## src/rtl/dsp_pkg.sv

```systemverilog
// Shared constants and helpers for the sample-rate datapath blocks.
// Holds the default word width/depth and an elaboration-time log2.
package dsp_pkg;

  localparam int DEF_WIDTH = 18;
  localparam int DEF_DEPTH = 32;

  // Ceiling log2, usable in parameter expressions; clog2(1) is 0.
  function automatic int clog2(input int value);
    int result;
    int span;
    result = 0;
    span   = 1;
    while (span < value) begin
      span   = span * 2;
      result = result + 1;
    end
    return result;
  endfunction

endpackage

```

## src/rtl/srl_tap_mem.sv

```systemverilog
// DEPTH x WIDTH shift array with an address-selected tap; address 0 is the newest word.
// Tap is combinational (zero latency); shifts only when ce is high, no flow control, no reset.
module srl_tap_mem
  import dsp_pkg::*;
#(
  parameter int WIDTH = DEF_WIDTH,
  parameter int DEPTH = DEF_DEPTH
) (
  input  logic                      clk,
  input  logic                      ce,
  input  logic [WIDTH-1:0]          d,
  input  logic [clog2(DEPTH)-1:0]   addr,
  output logic [WIDTH-1:0]          q
);

  logic [WIDTH-1:0] mem_q [DEPTH];
  logic [WIDTH-1:0] mem_d [DEPTH];

  always_comb begin
    for (int i = 0; i < DEPTH; i++) begin
      mem_d[i] = mem_q[i];
    end
    if (ce) begin
      mem_d[0] = d;
      for (int i = 1; i < DEPTH; i++) begin
        mem_d[i] = mem_q[i-1];
      end
    end
  end

  // Left without reset so the array maps onto shift-register LUTs.
  always_ff @(posedge clk) begin
    for (int i = 0; i < DEPTH; i++) begin
      mem_q[i] <= mem_d[i];
    end
  end

  assign q = mem_q[addr];

endmodule

```

## src/rtl/var_delay_line.sv

```systemverilog
// Variable delay line: y is d delayed by len+1 enabled cycles, qualified by a fill-count valid.
// Output registered; ce gates all progress, there is no backpressure; rst/clr/len change restart the fill.
module var_delay_line
  import dsp_pkg::*;
#(
  parameter int   WIDTH = DEF_WIDTH,
  parameter int   DEPTH = DEF_DEPTH,
  localparam int  AW    = clog2(DEPTH)
) (
  input  logic             clk,
  input  logic             rst,
  input  logic             ce,
  input  logic             clr,
  input  logic [WIDTH-1:0] d,
  input  logic [AW-1:0]    len,
  output logic [WIDTH-1:0] y,
  output logic             y_v
);

  logic [AW-1:0]    len_r_q, len_r_d;
  logic [AW:0]      cnt_q, cnt_d;
  logic [WIDTH-1:0] y_q, y_d;
  logic             y_v_q, y_v_d;

  logic [WIDTH-1:0] tap;
  logic [AW:0]      len_p1;
  logic             full;
  logic             len_chg;

  srl_tap_mem #(
    .WIDTH (WIDTH),
    .DEPTH (DEPTH)
  ) u_mem (
    .clk  (clk),
    .ce   (ce),
    .d    (d),
    .addr (len_r_q),
    .q    (tap)
  );

  assign len_p1  = {1'b0, len_r_q} + {{AW{1'b0}}, 1'b1};
  // Tap holds a post-restart word once len_r+1 words have entered since the restart.
  assign full    = (cnt_q == len_p1);
  assign len_chg = (len != len_r_q);

  always_comb begin
    len_r_d = len_r_q;
    cnt_d   = cnt_q;
    y_d     = y_q;
    y_v_d   = y_v_q;
    if (clr) begin
      len_r_d = len;
      cnt_d   = '0;
      y_d     = '0;
      y_v_d   = 1'b0;
    end else if (len_chg) begin
      len_r_d = len;
      cnt_d   = '0;
      y_d     = '0;
      y_v_d   = 1'b0;
    end else if (ce) begin
      y_v_d = full;
      y_d   = full ? tap : '0;
      cnt_d = full ? cnt_q : cnt_q + {{AW{1'b0}}, 1'b1};
    end
  end

  always_ff @(posedge clk) begin
    if (rst) begin
      len_r_q <= '0;
      cnt_q   <= '0;
      y_q     <= '0;
      y_v_q   <= 1'b0;
    end else begin
      len_r_q <= len_r_d;
      cnt_q   <= cnt_d;
      y_q     <= y_d;
      y_v_q   <= y_v_d;
    end
  end

  assign y   = y_q;
  assign y_v = y_v_q;

endmodule

```

## config.mk

```make
export PLATFORM = sky130hd
export DESIGN_NAME = var_delay_line
export DESIGN_NICKNAME = d
export VERILOG_FILES = /design/src/rtl/dsp_pkg.sv /design/src/rtl/srl_tap_mem.sv /design/src/rtl/var_delay_line.sv
export SDC_FILE = /design/constraint.sdc
export NUM_CORES = 1
export LEC_CHECK = 0
export CORE_MARGIN = 4
export CORE_UTILIZATION = 41
export CTS_CLUSTER_DIAMETER = 60
export DETAILED_ROUTE_END_ITERATION = 12
export SETUP_SLACK_MARGIN = 0.1
export SYNTH_ARGS = -nofsm -noshare
export SYNTH_HDL_FRONTEND = slang
export SYNTH_HIERARCHICAL = 1
export SYNTH_SLANG_ARGS = --single-unit
```

## constraint.sdc

```tcl
create_clock -name clk -period 2.4 [get_ports clk]
set_input_delay 0.48 -clock clk [delete_from_list [all_inputs] [get_ports clk]]
set_output_delay 0.48 -clock clk [all_outputs]
set_load 0.03 [all_outputs]
```

* Word-level counts from Yosys, hierarchy flattened
Memories as Yosys holds them, arrays and structs flattened. A register that Yosys moved wholly into a read port is not among the register bits. Cells that the tools add are included.
Storage, ports and cells: memories kept 1, memory bits (writable) 576, input bits 27, flip-flop bits (word level) 30
Memories:
- u_mem.mem_q | depth 32, width 18, read ports 32, clocked after Yosys merged registers in 1, write ports 32, RTL line srl_tap_mem.sv:16 | logic [WIDTH-1:0] mem_q [DEPTH];
Operators by class: mux-type cells 6, equality and inequality tests 3, bitwise logic cells 1, $add $sub $neg 2, reduce and logical (&&, ||, !) cells 3
Operators with widths (count):
- two-way mux 576 bit | 1
- two-way mux 5 bit | 4
- two-way mux 18 bit | 1
- adder 5 x 1 -> 6 bit (second input constant) | 1
- adder 6 x 1 -> 6 bit (second input constant) | 1
- equality test 6 bit | 1
- inequality test 5 bit | 1
- OR reduction 3 bit | 1
- AND reduction 2 bit | 1
- nonzero test 2 bit | 1
- inequality test 1 bit (second input constant) | 1
- inverter 1 bit | 1

* Longest topological paths before layout
Gate-level depths: netlist of the first run.
depth in word-level cells 5, depth in mapped cells 10, mapped depth without buffers 7

* By module
Netlist of the first run, hierarchy kept.
By module, submodules not included:
- srl_tap_mem | cells each 1233, sequential area each 17296.6 um^2, area an instance 22582.9 um^2, instances 1
- var_delay_line | cells each 135, sequential area each 600.6 um^2, area an instance 1256.2 um^2, instances 1

* Worst setup path before layout of the first run
Ideal clock, no wire load.
path type reg2reg, start register len_r_q[0], end register cnt_q[3], data arrival time 2.006 ns, data required time 2.330 ns, stages on the path, launching flop included 8, slack 0.324 ns, library setup time 0.070 ns, path through dfxtp_1 > ha_1 > and2_4 > a211o_1 > a31oi_2 > nor2_2 > or4_1 > a21oi_1
On the way: word-level cells in the longest chain between the ends 4, elaborated cells on any way between the ends 6, classes of those cells add/sub (1); eq/ne (2); bitwise (1); reduce/logical (2)
Ends and longest elaborated chain:
- start: declaration | RTL line var_delay_line.sv:20 | logic [AW-1:0] len_r_q, len_r_d;
- start signal: assignment | RTL line var_delay_line.sv:75 | len_r_q <= len_r_d;
- adder 5 x 1 -> 6 bit | RTL line var_delay_line.sv:41 | assign len_p1 = {1'b0, len_r_q} + {{AW{1'b0}}, 1'b1};
- equality test 6 bit | RTL line var_delay_line.sv:43 | assign full = (cnt_q == len_p1);
- inverter 1 bit (no source line)
- AND reduction 2 bit (no source line)
- end signal: assignment | RTL line var_delay_line.sv:76 | cnt_q <= cnt_d;
- end: declaration | RTL line var_delay_line.sv:21 | logic [AW:0] cnt_q, cnt_d;
Parallel ways exist; a longest one is shown, timed or not. A chain may end at the register's enable or synchronous reset.

* Worst setup path after layout of the first run
start register y_q[15], in the netlist y[15], end output port y[15]
RTL lines:
- start: declaration | RTL line var_delay_line.sv:22 | logic [WIDTH-1:0] y_q, y_d;
- start signal: assignment | RTL line var_delay_line.sv:77 | y_q <= y_d;
- end: declaration | RTL line var_delay_line.sv:16 | output logic [WIDTH-1:0] y,
No word-level cell between the ends.

==> results of run 1 <==
power breakdown:
group / switching (uW) / internal, uW
Sequential: 280 / 12200
Clock: 3860 / 5160
Combinational: 814 / 555
Total: 4950 / 18000
cells in the mapped netlist:
cell type,n,area [um^2]
nand4_1,19,118.9
o21ai_0,5,25.02
a22o_1,36,315.3
or4_1,3,22.52
nor2_1,25,93.84
buf_6,21,236.5
nand2_1,43,161.4
nor3_4,1,16.27
nor3_1,9,45.04
nor2b_1,7,43.79
mux2i_1,288,2883
nand3_1,39,195.2
o31ai_1,1,7.510
edfxtp_1,576,17300
or3_1,2,12.51
a21oi_1,38,190.2
nand2b_1,2,12.51
a211o_1,1,8.760
a22oi_1,90,675.7
xnor2_1,8,70.07
inv_1,3,11.26
o211ai_1,2,15.01
nor3_2,9,90.09
and2_1,19,118.9
xor2_1,5,43.79
or2_2,1,6.260
and2_4,1,8.760
buf_4,9,67.56
buf_1,1,3.750
nor2_2,2,12.51
nand4_2,1,12.51
buf_8,3,45.04
buf_2,27,135.1
a31oi_1,18,112.6
clkbuf_1,18,67.56
dfxtp_1,30,600.6
a31oi_2,1,12.51
clkbuf_2,1,5.000
ha_1,2,25.02
nor4b_2,1,15.01
final timing paths:
path | from | to | slack (ns) | cells after the start
setup / recovery | y[15] | y[15] | 0.17 | 1
setup reg to reg | len_r_q[1] | y[10] | 0.20 | 9
hold reg to reg | u_mem/mem_q[9][15] | u_mem/mem_q[10][15] | 0.44 | 0
hold / removal | ce | cnt_q[1] | 0.30 | 3
per-layer routing:
metal  part of all wire [%]  wire length (um)
met1                     47             21400
met4                    2.7              1250
met5                      0                 0
met3                    4.5              2081
met2                     46             21020
kinds of logic after synthesis:
family / synth area share [%]
adders and majority gates: 0.1050
DFF: 75.07
muxes: 12.09
and+or+nand+nor: 4.136
xor gates and xnor gates: 0.4776
buffers and inverters: 2.398
AOI/OAI and AO/OA: 5.716
what timing repair did:
| item | 4_1_cts | 5_1_grt |
|---|---|---|
| hold endpoints to repair | 0 | 0 |
| gates resized for setup | 1 | 3 |
| pin swaps | 1 | 0 |
| setup buffers | 1 | 0 |
| setup endpoints to repair | 20 | 7 |
| cloned | 0 | 1 |
metrics by stage:
stage / TNS, ns / cell area [um^2] / hold WS (ns) / power [uW] / instances
after floorplan: 0 / 23840 / 0.4257 / 13460 / 1368
after global placement: 0 / 25340 / 0.4270 / 14060 / 2146
after detailed placement: -0.05178 / 25340 / 0.4316 / 14110 / 2146
after CTS: 0 / 27220 / 0.2552 / 23220 / 2254
after global routing: 0 / 27260 / 0.3244 / 23830 / 2255
final: 0 / 27260 / 0.2984 / 22910 / 2255
registers in the layout (all words and copies together) (netlist names):
signal       cells
cnt_q            6
y_v              1
u_mem/mem_q    576
y               18
len_r_q          5
layout make-up:
cell class | instances | area (um^2) | area share (%)
repair buffers | 95 | 1137 | 4.171
well taps | 765 | 957.2 | 3.511
flip-flops and latches | 606 | 17900 | 65.66
clock inverters | 27 | 239.0 | 0.8765
multi-input cells | 679 | 5391 | 19.77
inverters | 3 | 11.26 | 0.04130
clock buffers | 80 | 1628 | 5.970
==> key figures, run 1 <==
Floorplan
  • Core area: 0.05759 mm^2
  • Die height: 249.1 um
  • Starting Density: 41.40%
  • Die Area: 0.06207 mm^2
  • Die X-Extent: around 250 um
  • IO Pins: 46
  • Rows: 88

CTS
  • Clock Latency Late Sink: 0.62 ns
  • Clk sinks: 606
  • CTS tree: built
  • CTS Hold Buffers Added: 0
  • H-tree depth: 2
  • Clk slew on worst S/H paths: 0.06 ns
  • Root Driver: clkbuf_16
  • Num CTS Buffers: 60
  • Clk buf depth: 3

Final layout
  • Post-layout util: 47.35%
  • Fill cells: a little under 5000
  • Nets: around 1500
  • Antenna diode count: 0
  • Share of cells above drive strength 1: a little over a tenth
  • Commonest non-fill, non-tap cell in the layout: edfxtp_1
  • Most frequent cells in the layout: edfxtp_1 (576), mux2i_1 (288), a22oi_1 (90), clkbuf_16 (62)
  • Area grow syn2layout: 14.37%

GRT
  • Layer with the highest usage: met2
  • Grt met2 use: 22.20%
  • Met3 usage: 2.527%
  • GRT Total Usage: 14.38%
  • Met1 Use GR: around 21%
  • First-pass GRT wire length: 71990 um
  • Antenna violations before repair: 0
  • Largest net degree at the start of global routing: 96
  • Global route overflow: 0
  • Vias in the first global route: 12390

Place
  • Dpl ws: -0.03813 ns
  • Port Buffers: between 40 and 50
  • DP HPWL: 26130 um
  • Placer congestion estimate: 0.7191

Timing
  • Achievable frequency: 448.5 MHz
  • Layout Skew: 0.01759 ns
  • Clock period minus worst slack: 2.230 ns
  • Slew @ Worst Pin: 0.5396 ns
  • RSZ-0062 raised after global routing: yes
  • Fin crit share: 92.90%
  • Max Slew Vio Count: 0
  • Final setup violation count: 0
  • Slew headroom: 64.03%
  • Final hold viol count: 0
  • Final setup margin: roughly 0.17 ns

Setup path
  • Worst-path cell chain: clkdlybuf4s50_1
  • CP Capture Type: output port
  • Crit Path Category: flop to output port
  • Critical path peak fanout: 2
  • CP delay by family, top: buffers and inverters
  • CP max stage delay: 0.72 ns
  • CP arrival: 1.75 ns
  • Worst setup SP type: flop
  • WP data required: 1.92 ns
  • Critical path's slowest cell: clkdlybuf4s50_1
  • Buf/Inv on CP: 1

Route
  • Final ANT Viol Nets: 0
  • Vias: 12030
  • Initial DRC count: 1001
  • DR WL/cell: between 20 and 25 um
  • Post-Route WL: 45750 um
  • DRC Markers: 0
  • Vias/cell: 5.333
  • Drt pass-1 iters: 5

Yosys
  • Avg Synthesized Cell Area: 17.43 um^2
  • Synth Register Bits: a little over 600
  • Distinct cells, synth: 40
  • Syn. warnings: 6
  • Post-synthesis sequential area ratio: 75.07%
  • Gate count of the mapped netlist: roughly 1400
  • Post-synthesis cell area: 0.02384 mm^2
  • Post-Syn Nets: 1397

Pwr
  • Worst VDD drop: 0.0006453 V
  • Pleak: around 0.0092 uW
  • PD cells: 840.3 mW/mm^2

Worst hold path
  • Hold WC Path Type: input pin to flop

Status
  • Status: finished clean

Run
  • Total of max-cap violations: 0
No activity file was read; power rests on OpenSTA's default activity.
==> inputs of run 2 (changes only) <==
--- a/config.mk
+++ b/config.mk
@@ -14,3 +14,4 @@
 export SYNTH_HDL_FRONTEND = slang
 export SYNTH_HIERARCHICAL = 1
 export SYNTH_SLANG_ARGS = --single-unit
+export TNS_END_PERCENT = 20
==> key figures, run 2 (synthesized netlist as in run 1, its figures left out) <==
Status
  • Status: finished clean

Final layout
  • Nets: 1473
  • Most flop-heavy register: u_mem/mem_q
  • Share of cells above drive strength 1: 10.34%
  • Area grow syn2layout: 14.22%
  • Antenna diode count: 0
  • Commonest non-fill, non-tap cell in the layout: edfxtp_1
  • Number of flip-flops under the largest register name: ~580
  • Finished Layout Cells: around 2300
  • Most frequent cells in the layout: edfxtp_1 (576), mux2i_1 (288), a22oi_1 (90), clkbuf_16 (61), clkdlybuf4s50_1 (44)
  • Fin area: 0.02723 mm^2

Setup path
  • WP data required: 1.92 ns
  • Critical path's slowest cell: clkdlybuf4s50_1
  • Critical path peak fanout: 2
  • Worst reg-to-reg path cell count: 9
  • R2R Path Start: len_r_q[1]
  • CP max stage delay: a little over 0.7 ns
  • Reg-to-reg endpoint: y[9]
  • Crit Path Category: flop to output port
  • Worst setup SP type: flop
  • CP delay by family, top: buffers and inverters
  • Worst-path cell chain: clkdlybuf4s50_1
  • CP arrival: 1.79 ns
  • CP Capture Type: output port
  • Buf/Inv on CP: 1
  • Reg2Reg Setup Slack: 0.19 ns

Worst hold path
  • Hold_sp: ce
  • Worst hold stages: 3
  • Hold WC Path Type: input pin to flop
  • Hold EP: cnt_q[1]

Route
  • DRC Markers: 0
  • Final ANT Viol Nets: 0
  • Drt pass-1 iters: 7
  • Initial DRC count: 1010
  • DR WL/cell: 20.21 um
  • Vias: 11990
  • Vias/cell: 5.319
  • Post-Route WL: 45550 um

Timing
  • RSZ-0062 raised after global routing: yes
  • Layout Skew: 0.01556 ns
  • Final hold viol count: 0
  • Fin crit share: 94.77%
  • Slew headroom: 63.85%
  • Clock period minus worst slack: 2.275 ns
  • Max Slew Vio Count: 0
  • Final setup violation count: 0
  • Achievable frequency: 439.6 MHz
  • Slew @ Worst Pin: 0.5423 ns

Pwr
  • Pleak: 0.009131 uW
  • PD cells: 841.1 mW/mm^2
  • Pwr Total: roughly 23000 uW
  • Worst VDD drop: about 0.00065 V

CTS
  • Clk slew on worst S/H paths: 0.06 ns
  • Clock Latency Late Sink: just over 0.6 ns
  • Num CTS Buffers: 60
  • Clk sinks: 606
  • CTS tree: built
  • H-tree depth: 2
  • Root Driver: clkbuf_16
  • CTS Hold Buffers Added: 0
  • Clk buf depth: 3

Place
  • DP Cell Count: 2146
  • Placer congestion estimate: 0.7191
  • Post-placement cell area: 0.02534 mm^2
  • Port Buffers: 45
  • DP HPWL: 26130 um

Floorplan
  • Die height: ~250 um
  • Core area: 0.05759 mm^2
  • Die Area: 0.06207 mm^2
  • IO Pins: 46
  • Starting Density: 41.40%
  • Rows: 88
  • Die X-Extent: around 250 um

GRT
  • Vias in the first global route: approximately 12000
  • Met1 Use GR: 20.78%
  • Grt met2 use: 22.20%
  • Largest net degree at the start of global routing: 96
  • Met3 usage: 2.527%
  • First-pass GRT wire length: 71990 um
  • Layer with the highest usage: met2
  • Antenna violations before repair: 0
  • Global route overflow: 0
  • GRT Total Usage: 14.38%

Run
  • Total of max-cap violations: 0
-- run 2: cell types whose count changed in the layout (fill, tap and decap cells not counted) --
cell	previous run	this run
buf_12	21	22
buf_16	1	0
buf_4	25	26
buf_6	2	1
clkbuf_16	62	61
clkdlybuf4s50_1	43	44
dlygate4sd2_1	1	0
-- run 2: worst max path at each step --
| stage | depth (start not counted) | from | to |
|---|---|---|---|
| 5_1_grt | 9 | len_r_q[1] | y[8] |
| 4_1_cts | 1 | y[6] | y[6] |
| 6_report | 1 | y[6] | y[6] |
| 3_3_place_gp | 6 | len[0] | cnt_q[5] |
| 3_5_place_dp | 8 | len[4] | cnt_q[1] |
| 2_1_floorplan | 7 | len_r_q[0] | cnt_q[3] |
-- run 2: per-layer routing --
metal  share of wire, %  vias to the layer above  routed length (um)
met2                 46                      252               20860
met5                  0                        -                   0
met4                2.7                        0                1222
met1                 47                     6072               21360
met3                4.6                       73                2102
li1                   -                     5593                   -
-- run 2: report_power, final --
part	switching [uW]	total [uW]	internal (uW)
Sequential	280	12500	12200
Clock	3860	9020	5160
Combinational	811	1360	550
Total	4950	22900	18000
-- run 2: layout make-up --
cell class              count  area, um^2
fillers                  4821       30360
flip-flops and latches    606       17900
multi-input cells         679        5391
clock buffers              80        1628
repair buffers             94        1102
well taps                 765       957.2
clock inverters            27       239.0
inverters                   3       11.26
-- run 2: what timing repair did --
action / in CTS / in global routing
endpoints found under the setup margin: 20 / 8
pin swaps: 1 / 0
setup buffers: 1 / 0
resized for setup: 0 / 1
-- run 2: stage by stage --
stage	util [%]	hold WS, ns	worst slack [ns]	TNS, ns
detailed placement	44.00	0.4316	-0.03813	-0.05178
CTS	47.28	0.2552	0.09322	0
global route	47.29	0.3244	0.05789	0
floorplan	-	0.4257	0.3239	0
finish	47.29	0.2972	0.1254	0
global placement	44.00	0.4270	0.01457	0
